$ cat src/rtl/mem_lsu_pkg.sv
// Shared definitions for the MEM-stage load/store unit: access-width codes,
// FSM state encoding and the legality/alignment check.
package mem_lsu_pkg;

   localparam logic [2:0] F3_B  = 3'b000;
   localparam logic [2:0] F3_H  = 3'b001;
   localparam logic [2:0] F3_W  = 3'b010;
   localparam logic [2:0] F3_D  = 3'b011;
   localparam logic [2:0] F3_BU = 3'b100;
   localparam logic [2:0] F3_HU = 3'b101;
   localparam logic [2:0] F3_WU = 3'b110;

   typedef enum logic [1:0] {
      IDLE = 2'd0,
      REQ  = 2'd1,
      WAIT = 2'd2
   } lsu_state_t;

   // True when the access can never reach memory: unknown width, a 64-bit-only
   // width on a 32-bit datapath, or an address not aligned to the access size.
   function automatic logic access_fault(input logic [2:0] funct3,
                                         input logic [2:0] addr_lo,
                                         input logic       wide);
      logic fault;
      fault = 1'b0;
      case (funct3)
         F3_B, F3_BU: fault = 1'b0;
         F3_H, F3_HU: fault = addr_lo[0];
         F3_W:        fault = |addr_lo[1:0];
         F3_WU:       fault = ~wide | (|addr_lo[1:0]);
         F3_D:        fault = ~wide | (|addr_lo);
         default:     fault = 1'b1;
      endcase
      return fault;
   endfunction

endpackage

$ cat src/rtl/mem_lsu_stage_align.sv
// Byte-lane steering: replicates store data across the bus with byte enables,
// and pulls a load value out of its lane with sign or zero extension.
module lsu_align
   import mem_lsu_pkg::*;
#(
   parameter  int XLEN   = 32,
   localparam int NBYTES = XLEN / 8,
   localparam int LANE_W = $clog2(NBYTES)
) (
   input  logic [2:0]        funct3,
   input  logic [LANE_W-1:0] lane,
   input  logic [XLEN-1:0]   store_data,
   input  logic [XLEN-1:0]   load_data,
   output logic [XLEN-1:0]   wdata,
   output logic [NBYTES-1:0] be,
   output logic [XLEN-1:0]   load_value
);

   logic [LANE_W-1:0] lane_h;
   logic [LANE_W-1:0] lane_w;
   logic [XLEN-1:0]   shifted;
   logic [XLEN-1:0]   mask;
   logic              sign;

   assign lane_h = lane & ~LANE_W'(1);
   assign lane_w = lane & ~LANE_W'(3);

   always_comb begin
      wdata = store_data;
      be    = '1;
      case (funct3[1:0])
         2'b00: begin
            wdata = {NBYTES{store_data[7:0]}};
            be    = NBYTES'(1) << lane;
         end
         2'b01: begin
            wdata = {(NBYTES/2){store_data[15:0]}};
            be    = NBYTES'(3) << lane_h;
         end
         2'b10: begin
            wdata = {(NBYTES/4){store_data[31:0]}};
            be    = NBYTES'(15) << lane_w;
         end
         default: begin
            wdata = store_data;
            be    = '1;
         end
      endcase
   end

   // Extension is done by masking rather than concatenation so the same code
   // covers a full-width word on a 32-bit bus without a zero-count replicate.
   always_comb begin
      shifted = load_data >> {lane, 3'b000};
      mask    = '1;
      sign    = 1'b0;
      case (funct3[1:0])
         2'b00: begin
            mask = XLEN'(8'hFF);
            sign = shifted[7];
         end
         2'b01: begin
            mask = XLEN'(16'hFFFF);
            sign = shifted[15];
         end
         2'b10: begin
            mask = XLEN'(32'hFFFF_FFFF);
            sign = shifted[31];
         end
         default: begin
            mask = '1;
            sign = 1'b0;
         end
      endcase
      load_value = (shifted & mask) | ((~funct3[2] & sign) ? ~mask : '0);
   end

endmodule

$ cat src/rtl/mem_lsu_stage.sv
// MEM pipeline stage: issues data-memory requests through a small handshake
// FSM, stalls upstream until the access finishes, and holds the MEM/WB register.
module mem_lsu_stage
   import mem_lsu_pkg::*;
#(
   parameter  int XLEN   = 32,
   localparam int NBYTES = XLEN / 8,
   localparam int LANE_W = $clog2(NBYTES)
) (
   input  logic              clk,
   input  logic              reset,
   input  logic              in_valid,
   input  logic              mem_we,
   input  logic              mem_re,
   input  logic [2:0]        funct3,
   input  logic [XLEN-1:0]   alu_out,
   input  logic [XLEN-1:0]   reg_out_b,
   input  logic              branch_instruction,
   input  logic              branch_in,
   input  logic              reg_file_write_in,
   input  logic [XLEN-1:0]   add_pc_in,
   input  logic [1:0]        select_mux_2_in,
   output logic              dmem_req,
   output logic              dmem_we,
   output logic [XLEN-1:0]   dmem_addr,
   output logic [XLEN-1:0]   dmem_wdata,
   output logic [NBYTES-1:0] dmem_be,
   input  logic              dmem_ready,
   input  logic              dmem_rvalid,
   input  logic [XLEN-1:0]   dmem_rdata,
   output logic              stall_out,
   output logic [1:0]        select_mux_3_out,
   output logic              wb_valid,
   output logic              reg_file_write_out,
   output logic              lsu_fault,
   output logic [XLEN-1:0]   mem_out,
   output logic [XLEN-1:0]   alu_result_out,
   output logic [XLEN-1:0]   add_pc_out,
   output logic [1:0]        select_mux_2_out
);

   localparam logic WIDE = (XLEN == 64);

   lsu_state_t        state;
   lsu_state_t        state_next;
   logic              mem_op;
   logic              fault;
   logic              legal_op;
   logic              issue;
   logic              complete;
   logic              load_done;
   logic [XLEN-1:0]   fmt_wdata;
   logic [NBYTES-1:0] fmt_be;
   logic [XLEN-1:0]   load_value;

   assign mem_op   = in_valid & (mem_re | mem_we);
   assign fault    = mem_op & access_fault(funct3, alu_out[2:0], WIDE);
   assign legal_op = mem_op & ~fault;

   lsu_align #(.XLEN(XLEN)) u_align (
      .funct3     (funct3),
      .lane       (alu_out[LANE_W-1:0]),
      .store_data (reg_out_b),
      .load_data  (dmem_rdata),
      .wdata      (fmt_wdata),
      .be         (fmt_be),
      .load_value (load_value)
   );

   always_ff @(posedge clk) begin
      if (!reset) begin
         state <= IDLE;
      end else begin
         state <= state_next;
      end
   end

   // mem_we wins over mem_re, so "store" below is simply mem_we.
   always_comb begin
      state_next = state;
      issue      = 1'b0;
      complete   = 1'b0;
      load_done  = 1'b0;
      case (state)
         IDLE: begin
            if (legal_op) begin
               issue = 1'b1;
               if (dmem_ready) begin
                  if (mem_we) begin
                     complete = 1'b1;
                  end else begin
                     state_next = WAIT;
                  end
               end else begin
                  state_next = REQ;
               end
            end else begin
               complete = in_valid;
            end
         end
         REQ: begin
            issue = 1'b1;
            if (dmem_ready) begin
               if (mem_we) begin
                  complete   = 1'b1;
                  state_next = IDLE;
               end else begin
                  state_next = WAIT;
               end
            end
         end
         WAIT: begin
            if (dmem_rvalid) begin
               complete   = 1'b1;
               load_done  = 1'b1;
               state_next = IDLE;
            end
         end
         default: state_next = IDLE;
      endcase
   end

   // Request fields come straight from the held upstream inputs, which is what
   // keeps them stable across REQ cycles.
   assign dmem_req         = issue & reset;
   assign dmem_we          = dmem_req & mem_we;
   assign dmem_addr        = {alu_out[XLEN-1:LANE_W], {LANE_W{1'b0}}};
   assign dmem_wdata       = fmt_wdata;
   assign dmem_be          = dmem_req ? fmt_be : '0;
   assign stall_out        = in_valid & ~complete;
   assign select_mux_3_out = {1'b0, in_valid & branch_instruction & branch_in};

   always_ff @(posedge clk) begin
      if (!reset) begin
         wb_valid           <= 1'b0;
         reg_file_write_out <= 1'b0;
         lsu_fault          <= 1'b0;
         mem_out            <= '0;
         alu_result_out     <= '0;
         add_pc_out         <= '0;
         select_mux_2_out   <= '0;
      end else if (complete) begin
         wb_valid           <= 1'b1;
         reg_file_write_out <= reg_file_write_in & ~fault;
         lsu_fault          <= fault;
         mem_out            <= load_done ? load_value : '0;
         alu_result_out     <= alu_out;
         add_pc_out         <= add_pc_in;
         select_mux_2_out   <= select_mux_2_in;
      end else begin
         wb_valid           <= 1'b0;
         reg_file_write_out <= 1'b0;
         lsu_fault          <= 1'b0;
      end
   end

endmodule

$ cat config.mk
export PLATFORM = sky130hd
export DESIGN_NAME = mem_lsu_stage
export DESIGN_NICKNAME = d
export VERILOG_FILES = /design/src/rtl/mem_lsu_pkg.sv /design/src/rtl/mem_lsu_stage_align.sv /design/src/rtl/mem_lsu_stage.sv
export SDC_FILE = /design/constraint.sdc
export NUM_CORES = 1
export LEC_CHECK = 0
export BUFFER_PORTS_ARGS = -buffer_cell sky130_fd_sc_hd__buf_2
export CORE_AREA = 2 2 124 126
export CTS_CLUSTER_SIZE = 12
export DETAILED_ROUTE_END_ITERATION = 8
export DIE_AREA = 0 0 126 128
export GPL_ROUTABILITY_DRIVEN = 1
export GPL_TIMING_DRIVEN = 0
export PLACE_DENSITY = 0.69
export SLEW_MARGIN = 30
export SYNTH_ARGS = -nofsm -noshare
export SYNTH_HDL_FRONTEND = slang
export SYNTH_HIERARCHICAL = 1
export SYNTH_SLANG_ARGS = --single-unit
$ cat constraint.sdc
create_clock -name clk -period 2.15 [get_ports clk]
set_input_delay 0.3225 -clock clk [delete_from_list [all_inputs] [get_ports clk]]
set_output_delay 0.3225 -clock clk [all_outputs]
set_load 0.02 [all_outputs]
# After elaboration in Yosys (flattened, before gate mapping)

Index checks and enable logic that the tools add are counted.

Bitwise gates (word level): 17
Shift-type cells: 3
Mux-type cells: 24
Reduce and logical (&&, ||, !) cells: 8
Eq/ne operators: 12

Operators by type and width:

| operator                                        | number |
|---|---|
| case mux 32 bit (2 select lines)                | 2 |
| 2-to-1 mux 32 bit                               | 2 |
| AND 32 bit                                      | 1 |
| NOT 32 bit                                      | 1 |
| bitwise OR 32 bit                               | 1 |
| >> shifter 32 x 5 -> 32 bit                     | 1 |
| 2-to-1 mux 2 bit                                | 6 |
| AND 1 bit                                       | 10 |
| case mux 1 bit (3 select lines)                 | 3 |
| case mux 4 bit (2 select lines)                 | 1 |
| 2-to-1 mux 1 bit                                | 7 |
| == test 3 bit, second input constant            | 2 |
| inequality test 2 bit, second input constant    | 3 |
| case mux 2 bit (3 select lines)                 | 1 |
| OR reduction 2 bit                              | 3 |
| == test 2 x 1 -> 1 bit, second input constant   | 2 |
| == test 2 bit, second input constant            | 2 |
| zero test 2 bit                                 | 2 |
| 2-to-1 mux 4 bit                                | 1 |
| AND reduction 4 bit                             | 1 |
| << shifter 1 x 2 -> 4 bit, first input constant | 1 |
| << shifter 2 x 2 -> 4 bit, first input constant | 1 |
| == test 3 x 1 -> 1 bit, second input constant   | 1 |
| == test 3 x 2 -> 1 bit, second input constant   | 1 |
| 6 further kinds                                 | 8 |

Register bits: 103
Logic and storage cells: 72
Output and inout port bits: 174
Input bits: 143

# Depth between registers and ports, before layout

Gate-level depths: netlist of the first run.

Depth after elaboration: 10
Mapped depth: 7
Gate-level depth less buffers: 5

# Modules after synthesis

The synthesis of the first run kept the hierarchy.

By module, submodules not included:

| module        | instances | cells each | seq. area each (um^2) | area each (um^2) |
|---|---|---|---|---|
| mem_lsu_stage | 1         | 434        | 2,062.0               | 4,197.8 |
| lsu_align     | 1         | 168        | 0.0                   | 1,133.6 |

# Worst setup path before layout of the first run

OpenSTA, ideal clock, no wires.

Kind: input to output
From: input alu_out[0]
To: output dmem_be[0]
Path slack: 0.275 ns
Stages: 4
Data arrival time: 1.553 ns
Data required time: 1.827 ns
Path buffers: 0
Cell sequence: nor4_4 > o21ai_0 > a21oi_1 > and2_1

Cells in the longest elaborated chain, start to end: 9
Elaborated cells between the ends (all ways): 11
Those cells by class: 1 x shift; 5 x mux; 4 x bitwise; 1 x reduce/logical

Ends and longest elaborated chain:

| element                             | RTL line             | text |
|---|---|---|
| from (decl)                         | mem_lsu_stage.sv:16  | `input logic [XLEN-1:0] alu_out,` |
| OR reduction 2 bit                  | --                   |  |
| case mux 1 bit (3 select lines) (*) | mem_lsu_pkg.sv:26    | `case (funct3)` |
| AND 1 bit (*)                       | mem_lsu_stage.sv:57  | `assign fault = mem_op & access_fault(funct3, alu_out[2:0], WIDE);` |
| NOT 1 bit (*)                       | mem_lsu_stage.sv:58  | `assign legal_op = mem_op & ~fault;` |
| AND 1 bit (*)                       | mem_lsu_stage.sv:58  |  |
| 2-to-1 mux 1 bit (*)                | mem_lsu_stage.sv:86  | `if (legal_op) begin` |
| case mux 1 bit (2 select lines) (*) | mem_lsu_stage.sv:84  | `case (state)` |
| AND 1 bit (*)                       | mem_lsu_stage.sv:125 | `assign dmem_req = issue & reset;` |
| named net dmem_req                  | mem_lsu_stage.sv:23  | `output logic dmem_req,` |
| 2-to-1 mux 4 bit (*)                | mem_lsu_stage.sv:129 | `assign dmem_be = dmem_req ? fmt_be : '0;` |
| to (decl)                           | mem_lsu_stage.sv:27  | `output logic [NBYTES-1:0] dmem_be,` |

The timed path passes the listed nets; every way through them passes the cells marked *.

# Worst setup path after layout of the first run

From: input funct3[0]
To: output dmem_wdata[29]

Cells in the longest elaborated chain, start to end: 2
Elaborated cells between the ends (all ways): 3
Those cells by class: 1 x eq/ne; 1 x mux; 1 x reduce/logical

Ends and longest elaborated chain:

| element                                                          | RTL line                  | text |
|---|---|---|
| from (decl)                                                      | mem_lsu_stage.sv:15       | `input logic [2:0] funct3,` |
| == test 2 x 1 -> 1 bit / zero test 2 bit (equally long branches) | mem_lsu_stage_align.sv:31 | `case (funct3[1:0])` |
| case mux 32 bit (2 select lines) (*)                             | mem_lsu_stage_align.sv:31 |  |
| to (decl)                                                        | mem_lsu_stage.sv:26       | `output logic [XLEN-1:0] dmem_wdata,` |

Mark *: on every way between the ends. The rest lies on a longest branch, timed or not.

==> results of run 1 <==
power groups by stage:
stage	Clock (W)	Sequential, W	Combinational [W]
6_report	0.00169	0.00209	0.00134
5_1_grt	0.00181	0.00211	0.00145
4_1_cts	0.00174	0.00209	0.00135
3_5_place_dp	0	0.00213	0.00134
3_3_place_gp	0	0.00213	0.00134
2_1_floorplan	0	0.00228	0.000695
worst max-delay path by stage:
stage / from / end / slack [ns] / cells after the start
after floorplan: alu_out[0] / dmem_be[0] / 0.27 / 4
after global placement: alu_out[0] / stall_out / -0.19 / 8
after detailed placement: alu_out[0] / stall_out / -0.18 / 8
after CTS: alu_out[0] / stall_out / -0.02 / 8
after global routing: state[0]$_SDFFE_PN0P_ / stall_out / 0.01 / 6
final: funct3[0] / dmem_wdata[29] / 0.06 / 6
routing by layer:
| layer | vias to the layer above | wire length, um | share of wire [%] | GRT usage (%) |
|---|---|---|---|---|
| met5 | - | 0 | 0 | 0 |
| met2 | 192 | 8186 | 48 | 35.20 |
| met4 | 0 | 248 | 1.5 | 6.399 |
| li1 | 2689 | - | - | - |
| met1 | 2455 | 7309 | 43 | 25.48 |
| met3 | 14 | 1262 | 7.4 | 5.551 |
flip-flops by register name, summed over array words and instances (netlist names):
name                count
state                   2
select_mux_2_out        2
reg_file_write_out      1
lsu_fault               1
add_pc_out             32
mem_out                32
wb_valid                1
alu_result_out         32
cell usage after synthesis (6+ instances only):
library cell  instances  area (sq um)
nand2_1             158         593.1
dfxtp_1             103          2062
mux2i_1              91         910.9
buf_4                42         315.3
a32o_1               32         320.3
clkbuf_1             28         105.1
o21ai_0              24         120.1
a21oi_1              18         90.09
mux2_2               16         180.2
nor2_1               15         56.30
buf_6                10         112.6
a211oi_1              9         67.56
nor2b_1               8         50.05
buf_2                 7         35.03
and2_1                6         37.54
repair_timing:
| action | in CTS | in global routing |
|---|---|---|
| setup endpoints to repair | 8 | 8 |
| resized for setup | 3 | 5 |
| hold endpoints to repair | 0 | 0 |
| buffers inserted | 1 | 1 |
| pin swaps | 1 | 0 |
kinds of logic (layout without fill, tap and decap cells):
group / count (synthesis) / in the layout
AND/OR/NAND/NOR: 200 / 200
other: 1 / 3
multiplexers: 108 / 108
AO/OA/AOI/OAI: 98 / 98
flip-flops: 103 / 103
buffers and inverters: 92 / 420
critical path, cell delays in order:
cell      delay (ns)
buf_2           0.12
clkbuf_1        0.32
buf_2           0.36
mux2i_1         0.34
o21ai_0         0.12
buf_2           0.17
area by class of cell:
cell class / count / area [sq um] / share of cell area [%]
inverter: 3 / 11.26 / 0.1510
buffer: 87 / 563.0 / 7.548
tap: 188 / 235.2 / 3.153
sequential: 103 / 2063 / 27.66
clock inverter: 5 / 63.81 / 0.8554
timing repair buffer: 314 / 1579 / 21.17
multi-input combinational: 409 / 2701 / 36.21
clock buffer: 11 / 242.7 / 3.254
metrics by stage:
step	instance area (sq um)	hold WS, ns
2_1_floorplan	5339	0.4010
3_3_place_gp	7136	0.4405
3_5_place_dp	7136	0.4485
4_1_cts	7455	0.1740
5_1_grt	7460	0.1920
6_report	7460	0.1996
==> flow_summary.json, run 1 <==
{
  "setup_viol": 0,
  "async_reset_ff_share_pct": 0,
  "syn_area_sq_um": 5331,
  "fin_cells": 1120,
  "grt_pass1_wl_mm": 26.85,
  "final_core_util_pct": 50.19,
  "finalMaxSlewViolations": 0,
  "mostFrequentLayoutCells": "319 x buf_2, 158 x nand2_1, 102 x dfxtp_1",
  "synth_seq_cells": 103,
  "finalWirelength_mm": 17.01,
  "rows": 45,
  "hold_path_end": "state[0]$_SDFFE_PN0P_",
  "synth-adder-area-share_pct": 0,
  "antenna_cells": 0,
  "total_power_w": 0.005122,
  "p_clk_share_pct": 33.1,
  "fin_skew_ns": 0.01025,
  "max_freq_ghz": 0.4788,
  "yosys_most_used_dff": "dfxtp_1",
  "tightest_slew_ns": 0.6191,
  "relSlewSlack_pct": 58.73,
  "final_common_cell": "buf_2",
  "p_comb_share_pct": 26.1,
  "cp_max_fo": 10,
  "regToRegSetupSlack_ns": 0.38,
  "vias": 5350,
  "wl_per_cell_um": 15.19,
  "status": "finished, final reports clean",
  "fin_crit_sh_pct": 97.14,
  "post-place-cells": 1104,
  "intPower_w": 0.003523,
  "port_buffers": 312,
  "hp-start": "dmem_ready",
  "die_width_um": 126,
  "antenna_found_initial": 0,
  "ios": 317,
  "ir_drop_mv": 0.5042,
  "synth_top_family_by_area": "multiplexers",
  "cts_buffers": 9,
  "area_delta_synth_final_pct": 39.92,
  "hold_viol": 0,
  "arrival_ns": 1.77,
  "viasPerCell": 4.777,
  "cts_tree": "done",
  "dieHeight_um": 128,
  "startpoint_type": "input pin",
  "synth-xor-area-share_pct": 0,
  "cts-hold-fix-buffers": 0,
  "drc": 0,
  "rr_worst_depth": 7,
  "synth_edf_count": 0,
  "drt_iter0_markers": 221,
  "die-area_sq_um": 16130,
  "synth_compound_area_share_pct": 13.71,
  "grt-ovfl-total": 0,
  "synthSimpleGateAreaFrac_pct": 15.82,
  "worstReg2RegStart": "state[0]$_SDFFE_PN0P_",
  "setup_ws_ns": 0.06142,
  "grtUsageTotal_pct": 20.63,
  "leakagePower_nw": 3.916,
  "max_cap_violations": 0,
  "dpl.hpwl_mm": 13.49,
  "fillers": 1522,
  "start_util_pct": 35.87,
  "htree_levels": 3,
  "grt_pass1_vias": 5119,
  "rsz0062_at_grt": "false",
  "syn_area_per_cell_sq_um": 8.856,
  "rr_endpoint": "alu_result_out[26]$_SDFFE_PN0P_",
  "cp.required_ns": 1.83,
  "critical_path_class": "input pin to output port",
  "min_path_type": "input pin to flop",
  "power_switching_w": 0.001599,
  "core_area_sq_um": 14860,
  "seqPwrFrac_pct": 40.8,
  "ys_types": 36,
  "synthMuxAreaShare_pct": 20.72,
  "final.setup.tns_ns": 0,
  "holdPathStages": 2,
  "clk_pin_slew_worst_paths_ns": 0.07,
  "clock_latency_ns": 0.35,
  "preCtsSetupSlack_ns": -0.1827,
  "root_buffer": "clkbuf_16",
  "final_nets": 1070,
  "gp_congestion": 0.8458,
  "ant_nets": 0,
  "fin_crit_ns": 2.089,
  "synth_warnings": 6,
  "yosysSeqAreaShare_pct": 38.68,
  "synth_cells": 602,
  "grt_max_degree": 18,
  "drive_gt1_share_pct": 44.31,
  "end_kind": "output port",
  "clock_path_buffers": 2,
  "p_per_area_nw_per_um2": 686.6,
  "cts.sinks": 103,
  "dr.pass1.iters": 4,
  "swShare_pct": 31.22
}
Power figures use the tool's default switching activity.
==> inputs of run 2 (changes only) <==
- RECOVER_POWER: default -> 50
- REMOVE_ABC_BUFFERS: default -> 1
==> run 2 against run 1 <==
Against the previous run:
- clock skew shrank 0.0035 ns
- critical endpoint is now dmem_we
- count of clock-buffer cells in the layout increased by 1
- hold slack worse by 0.014 ns
- critical path depth unchanged
- critical path type unchanged
- final cell count fell by 6.5%
- first-iteration DRC count grew 11%
- highest routed layer unchanged
- final area is 6.1% lower
- via count decreased by 3.8%
- wire length decreased by 7.4%
- non-clock buffer count is 75 lower
- total power decreased by 0.25%
==> flow_summary.json, run 2 (same netlist as run 1, synthesis figures left out) <==
{
  "status": "finished, final reports clean",
  "cts.sinks": 103,
  "grtUsageMet1_pct": 21.22,
  "finalMaxSlewViolations": 0,
  "rows": 45,
  "min_path_type": "input pin to flop",
  "fin_area_sq_um": 7008,
  "port_buffers": 313,
  "fin_crit_ns": 2.032,
  "cts_tree": "done",
  "vias": 5147,
  "leakagePower_nw": 3.221,
  "critical_path_class": "input pin to output port",
  "end_kind": "output port",
  "final_common_cell": "buf_2",
  "regToRegSetupSlack_ns": 0.28,
  "fin_skew_ns": 0.006759,
  "ios": 317,
  "fin_cells": 1047,
  "arrival_ns": 1.71,
  "clock_latency_ns": 0.35,
  "fin_crit_sh_pct": 94.53,
  "area_delta_synth_final_pct": 31.45,
  "dieHeight_um": 128,
  "core_area_sq_um": 14860,
  "top_usage_layer": "met2",
  "reg_top3": "add_pc_out: 32 flops, alu_result_out: 32 flops, mem_out: 32 flops",
  "cp_max_fo": 40,
  "ant_nets": 0,
  "viasPerCell": 4.916,
  "gp_congestion": 0.7677,
  "die_width_um": 126,
  "seq_area_sq_um": 2062,
  "cts_buffers": 9,
  "p_per_area_nw_per_um2": 729.0,
  "mostFrequentLayoutCells": "174 x buf_2, 158 x nand2_1, 137 x clkbuf_1",
  "final_nets": 995,
  "fillers": 1536,
  "drive_gt1_share_pct": 26.72,
  "htree_levels": 3,
  "tightest_slew_ns": 0.7061,
  "rr_worst_depth": 8,
  "max_cap_violations": 0,
  "rsz0062_at_grt": "false",
  "drc": 0,
  "hold_path_end": "state[0]$_SDFFE_PN0P_",
  "dpl.hpwl_mm": 11.41,
  "wl_per_cell_um": 15.04,
  "drt_iter0_markers": 246,
  "critical_path.cell_chain": "buf_6 > nor4_4 > o21ai_0 > a21oi_2 > and2_1 > buf_2",
  "dr.pass1.iters": 4,
  "start_util_pct": 35.87,
  "total_power_w": 0.005109,
  "holdPathStages": 2,
  "clock_path_buffers": 2,
  "grt-ovfl-total": 0,
  "critPathMaxStageDelay_ns": 0.37,
  "startpoint_type": "input pin",
  "use_met3_pct": 5.426,
  "grt_pass1_vias": 4679,
  "max_freq_ghz": 0.4920,
  "grtUsageTotal_pct": 18.54,
  "grt_max_degree": 93,
  "ir_drop_mv": 0.4079,
  "relSlewSlack_pct": 52.61,
  "hp-start": "dmem_ready",
  "post-place-cells": 1025,
  "worstReg2RegStart": "state[0]$_SDFFE_PN0P_",
  "setup_ws_ns": 0.1176,
  "rr_endpoint": "select_mux_2_out[0]$_SDFFE_PN0P_",
  "grt_pass1_wl_mm": 23.97,
  "antenna_found_initial": 2,
  "clk_pin_slew_worst_paths_ns": 0.07,
  "cp.required_ns": 1.83,
  "cp_slowest_cell": "nor4_4",
  "setup_viol": 0,
  "multi_input_area_sq_um": 2718,
  "finalWirelength_mm": 15.75,
  "root_buffer": "clkbuf_16",
  "hold_viol": 0,
  "gr-usage-met2_pct": 32.80,
  "post_dp_cell_area_sq_um": 6792,
  "crit_path_start": "alu_out[0]",
  "die-area_sq_um": 16130,
  "preCtsSetupSlack_ns": -0.7280,
  "cts-hold-fix-buffers": 0
}
## run 2: cell types whose count changed in the layout (fill, tap and decap cells not counted), sizes merged
cell / change
bufinv: +1
diode: +2
clkbuf: +108
clkinvlp: -1
buf: -182
clkinv: -1
## run 2: where the power goes
part	internal, W	total [W]	switching, W
clock network	0.00103	0.00177	0.000739
logic	0.000486	0.00125	0.000763
registers	0.00203	0.00209	0.0000598
total	0.00355	0.00511	0.00156
## run 2: through the flow
stage	setup TNS, ns	utilization (%)	hold WS (ns)
after global routing	0	47.13	0.1754
after floorplan	-288.11	-	0.4010
final	0	47.15	0.1855
after CTS	0	48.20	0.1669
after detailed placement	-51.77	45.69	0.4494
after global placement	-533.51	44.17	0.4411
## run 2: final cells by class
cell class / count / share of cell area (%)
multi-input combinational: 409 / 38.78
sequential: 103 / 29.42
timing repair buffer: 326 / 23.73
clock buffer: 12 / 3.374
tap: 188 / 3.357
clock inverter: 4 / 1.107
inverter: 3 / 0.1607
antenna: 2 / 0.07142
## run 2: critical path, delay by kind of cell
kind | cells | cell delay (ns)
AO/OA/AOI/OAI | 2 | 0.45
AND/OR/NAND/NOR | 2 | 0.55
buffers and inverters | 2 | 0.36
## run 2: timing repair
item                                    4_1_cts  5_1_grt
pin swaps                                     2        0
cloned                                        0        0
endpoints found under the setup margin       85       34
resized for setup                             5        2
setup buffers                                 4        0
## run 2: layer usage
| metal | share of wire (%) | vias up |
|---|---|---|
| met4 | 1.8 | 0 |
| li1 | - | 2551 |
| met5 | 0 | - |
| met2 | 50 | 201 |
| met3 | 7.9 | 21 |
| met1 | 40 | 2374 |
## run 2: how the worst max path moves through the flow
stage                                     to  slack [ns]  depth (start not counted)
floorplan                          stall_out       -3.17                          4
global placement                   stall_out       -5.42                          6
detailed placement  mem_out[19]$_SDFFE_PN0P_       -0.73                          6
CTS                                stall_out       0.004                          6
global route                         dmem_we       0.004                          6
finish                               dmem_we        0.12                          6
==> inputs of run 3 (changes only) <==
- GPL_TIMING_DRIVEN: 0 -> default
==> run 3 against run 2 <==
Against the previous run:
- flip-flop and latch count unchanged
- via count about the same
- final area decreased by 0.79%
- highest routed layer unchanged
==> flow_summary.json, run 3 (same netlist as run 1, synthesis figures left out) <==
{
  "vias": 5144,
  "top_layer": "met4",
  "leakagePower_nw": 3.223,
  "rsz0062_at_grt": "false",
  "die_width_um": 126,
  "fin_skew_ns": 0.007340,
  "grtUsageTotal_pct": 18.42,
  "end_kind": "output port",
  "cts_tree": "done",
  "post_dp_cell_area_sq_um": 6822,
  "rows": 45,
  "area_delta_synth_final_pct": 30.42,
  "grt_max_degree": 139,
  "met3_length_mm": 1.305,
  "status": "finished, final reports clean",
  "clk_pin_slew_worst_paths_ns": 0.07,
  "cts_resized": 0,
  "fin_crit_ns": 1.998,
  "p_comb_share_pct": 24.6,
  "p_per_area_nw_per_um2": 712.4,
  "dieHeight_um": 128,
  "final_core_util_pct": 46.78,
  "ir_drop_mv": 0.4192,
  "fin_crit_sh_pct": 92.92,
  "final_common_cell": "buf_2",
  "power_switching_w": 0.001553,
  "tightest_slew_ns": 0.5915,
  "htree_levels": 3,
  "postCtsSetupBuffers": 0,
  "relSlewSlack_pct": 60.42,
  "core_area_sq_um": 14860,
  "cts.sinks": 103,
  "intPower_w": 0.003401,
  "arrival_ns": 1.68,
  "finalMaxSlewViolations": 0,
  "max_freq_ghz": 0.5005,
  "die-area_sq_um": 16130,
  "antenna_found_initial": 1,
  "mostFrequentLayoutCells": "177 x buf_2, 158 x nand2_1, 136 x clkbuf_1",
  "grt_pass1_vias": 4715,
  "grt_pass1_wl_mm": 23.94,
  "min_path_type": "input pin to flop",
  "finalWirelength_mm": 15.88,
  "wl_met2_mm": 8.136,
  "clock_path_buffers": 2,
  "critical_path_class": "input pin to output port",
  "grt-ovfl-total": 0,
  "port_buffers": 313,
  "fin_area_sq_um": 6953,
  "setup_viol": 0,
  "p_clk_share_pct": 33.2,
  "ios": 317,
  "cts-hold-fix-buffers": 0,
  "drc": 0,
  "startpoint_type": "input pin",
  "ant_nets": 0,
  "drive_gt1_share_pct": 27.53,
  "cp.required_ns": 1.83,
  "gp_congestion": 0.8096,
  "m1WireLength_mm": 6.232,
  "swShare_pct": 31.35,
  "drt_iter0_markers": 241,
  "max_cap_violations": 0,
  "reg_top3": "add_pc_out: 32 flops, alu_result_out: 32 flops, mem_out: 32 flops",
  "final_nets": 1006,
  "root_buffer": "clkbuf_16",
  "hold_viol": 0,
  "seqPwrFrac_pct": 42.2,
  "start_util_pct": 35.87,
  "viasPerCell": 4.867,
  "clock_latency_ns": 0.35,
  "dpl.hpwl_mm": 12.01,
  "cts_buffers": 9,
  "wl_per_cell_um": 15.03,
  "cp_max_fo": 9,
  "dr.pass1.iters": 5
}
-- run 3: cell count changes in the layout (fill, tap and decap cells not counted), sizes merged --
cell,change
clkinvlp,+1
bufinv,-1
buf,+11
clkinv,+3
clkbuf,-2
inv,-1
diode,-1
-- run 3: per-stage QoR --
step | setup TNS (ns) | power, W | hold slack, ns | cells | worst slack [ns]
floorplan | -288.11 | 0.002803 | 0.4010 | 515 | -3.166
global placement | 0 | 0.003386 | 0.4403 | 1040 | 0.1312
detailed placement | 0 | 0.003399 | 0.4487 | 1040 | 0.09468
CTS | 0 | 0.005050 | 0.1758 | 1056 | 0.1580
global route | 0 | 0.005190 | 0.1946 | 1056 | 0.08445
finish | 0 | 0.004953 | 0.1924 | 1057 | 0.1521
-- run 3: final cells by class --
type / instances / area, sq um
Clock buffer: 10 / 229.0
Inverter: 3 / 11.26
Sequential cell: 103 / 2062
Timing Repair Buffer: 337 / 1643
Antenna cell: 1 / 2.502
Multi-Input combinational cell: 409 / 2701
Tap cell: 188 / 235.2
Fill cell: 1569 / 7911
Clock inverter: 6 / 68.82
-- run 3: critical path, stage by stage --
cell,delay (ns)
buf_2,0.19
nor4_4,0.33
o211ai_1,0.21
a31oi_4,0.29
and2_1,0.16
buf_2,0.16
-- run 3: worst paths after layout --
check                                  startpoint                              end  slack (ns)  depth (start not counted)
setup / recovery                       alu_out[0]                        stall_out        0.15                          6
hold / removal                         dmem_ready            state[0]$_SDFFE_PN0P_        0.19                          2
setup reg to reg            state[0]$_SDFFE_PN0P_      add_pc_out[10]$_SDFFE_PN0P_        0.49                          6
hold reg to reg   alu_result_out[26]$_SDFFE_PN0P_  alu_result_out[26]$_SDFFE_PN0P_        0.46                          2
-- run 3: routing by layer --
metal	vias up	GRT usage, %
li1	2558	-
met1	2354	20.48
met2	217	34.35
met3	15	5.426
met4	0	4.654
met5	-	0
-- run 3: power by group through the flow --
stage / logic, W / registers, W / clock network (W)
after floorplan: 0.000522 / 0.00228 / 0
after global placement: 0.00126 / 0.00213 / 0
after detailed placement: 0.00127 / 0.00213 / 0
after CTS: 0.00127 / 0.00209 / 0.00169
after global routing: 0.00132 / 0.00211 / 0.00177
final: 0.00122 / 0.00209 / 0.00164
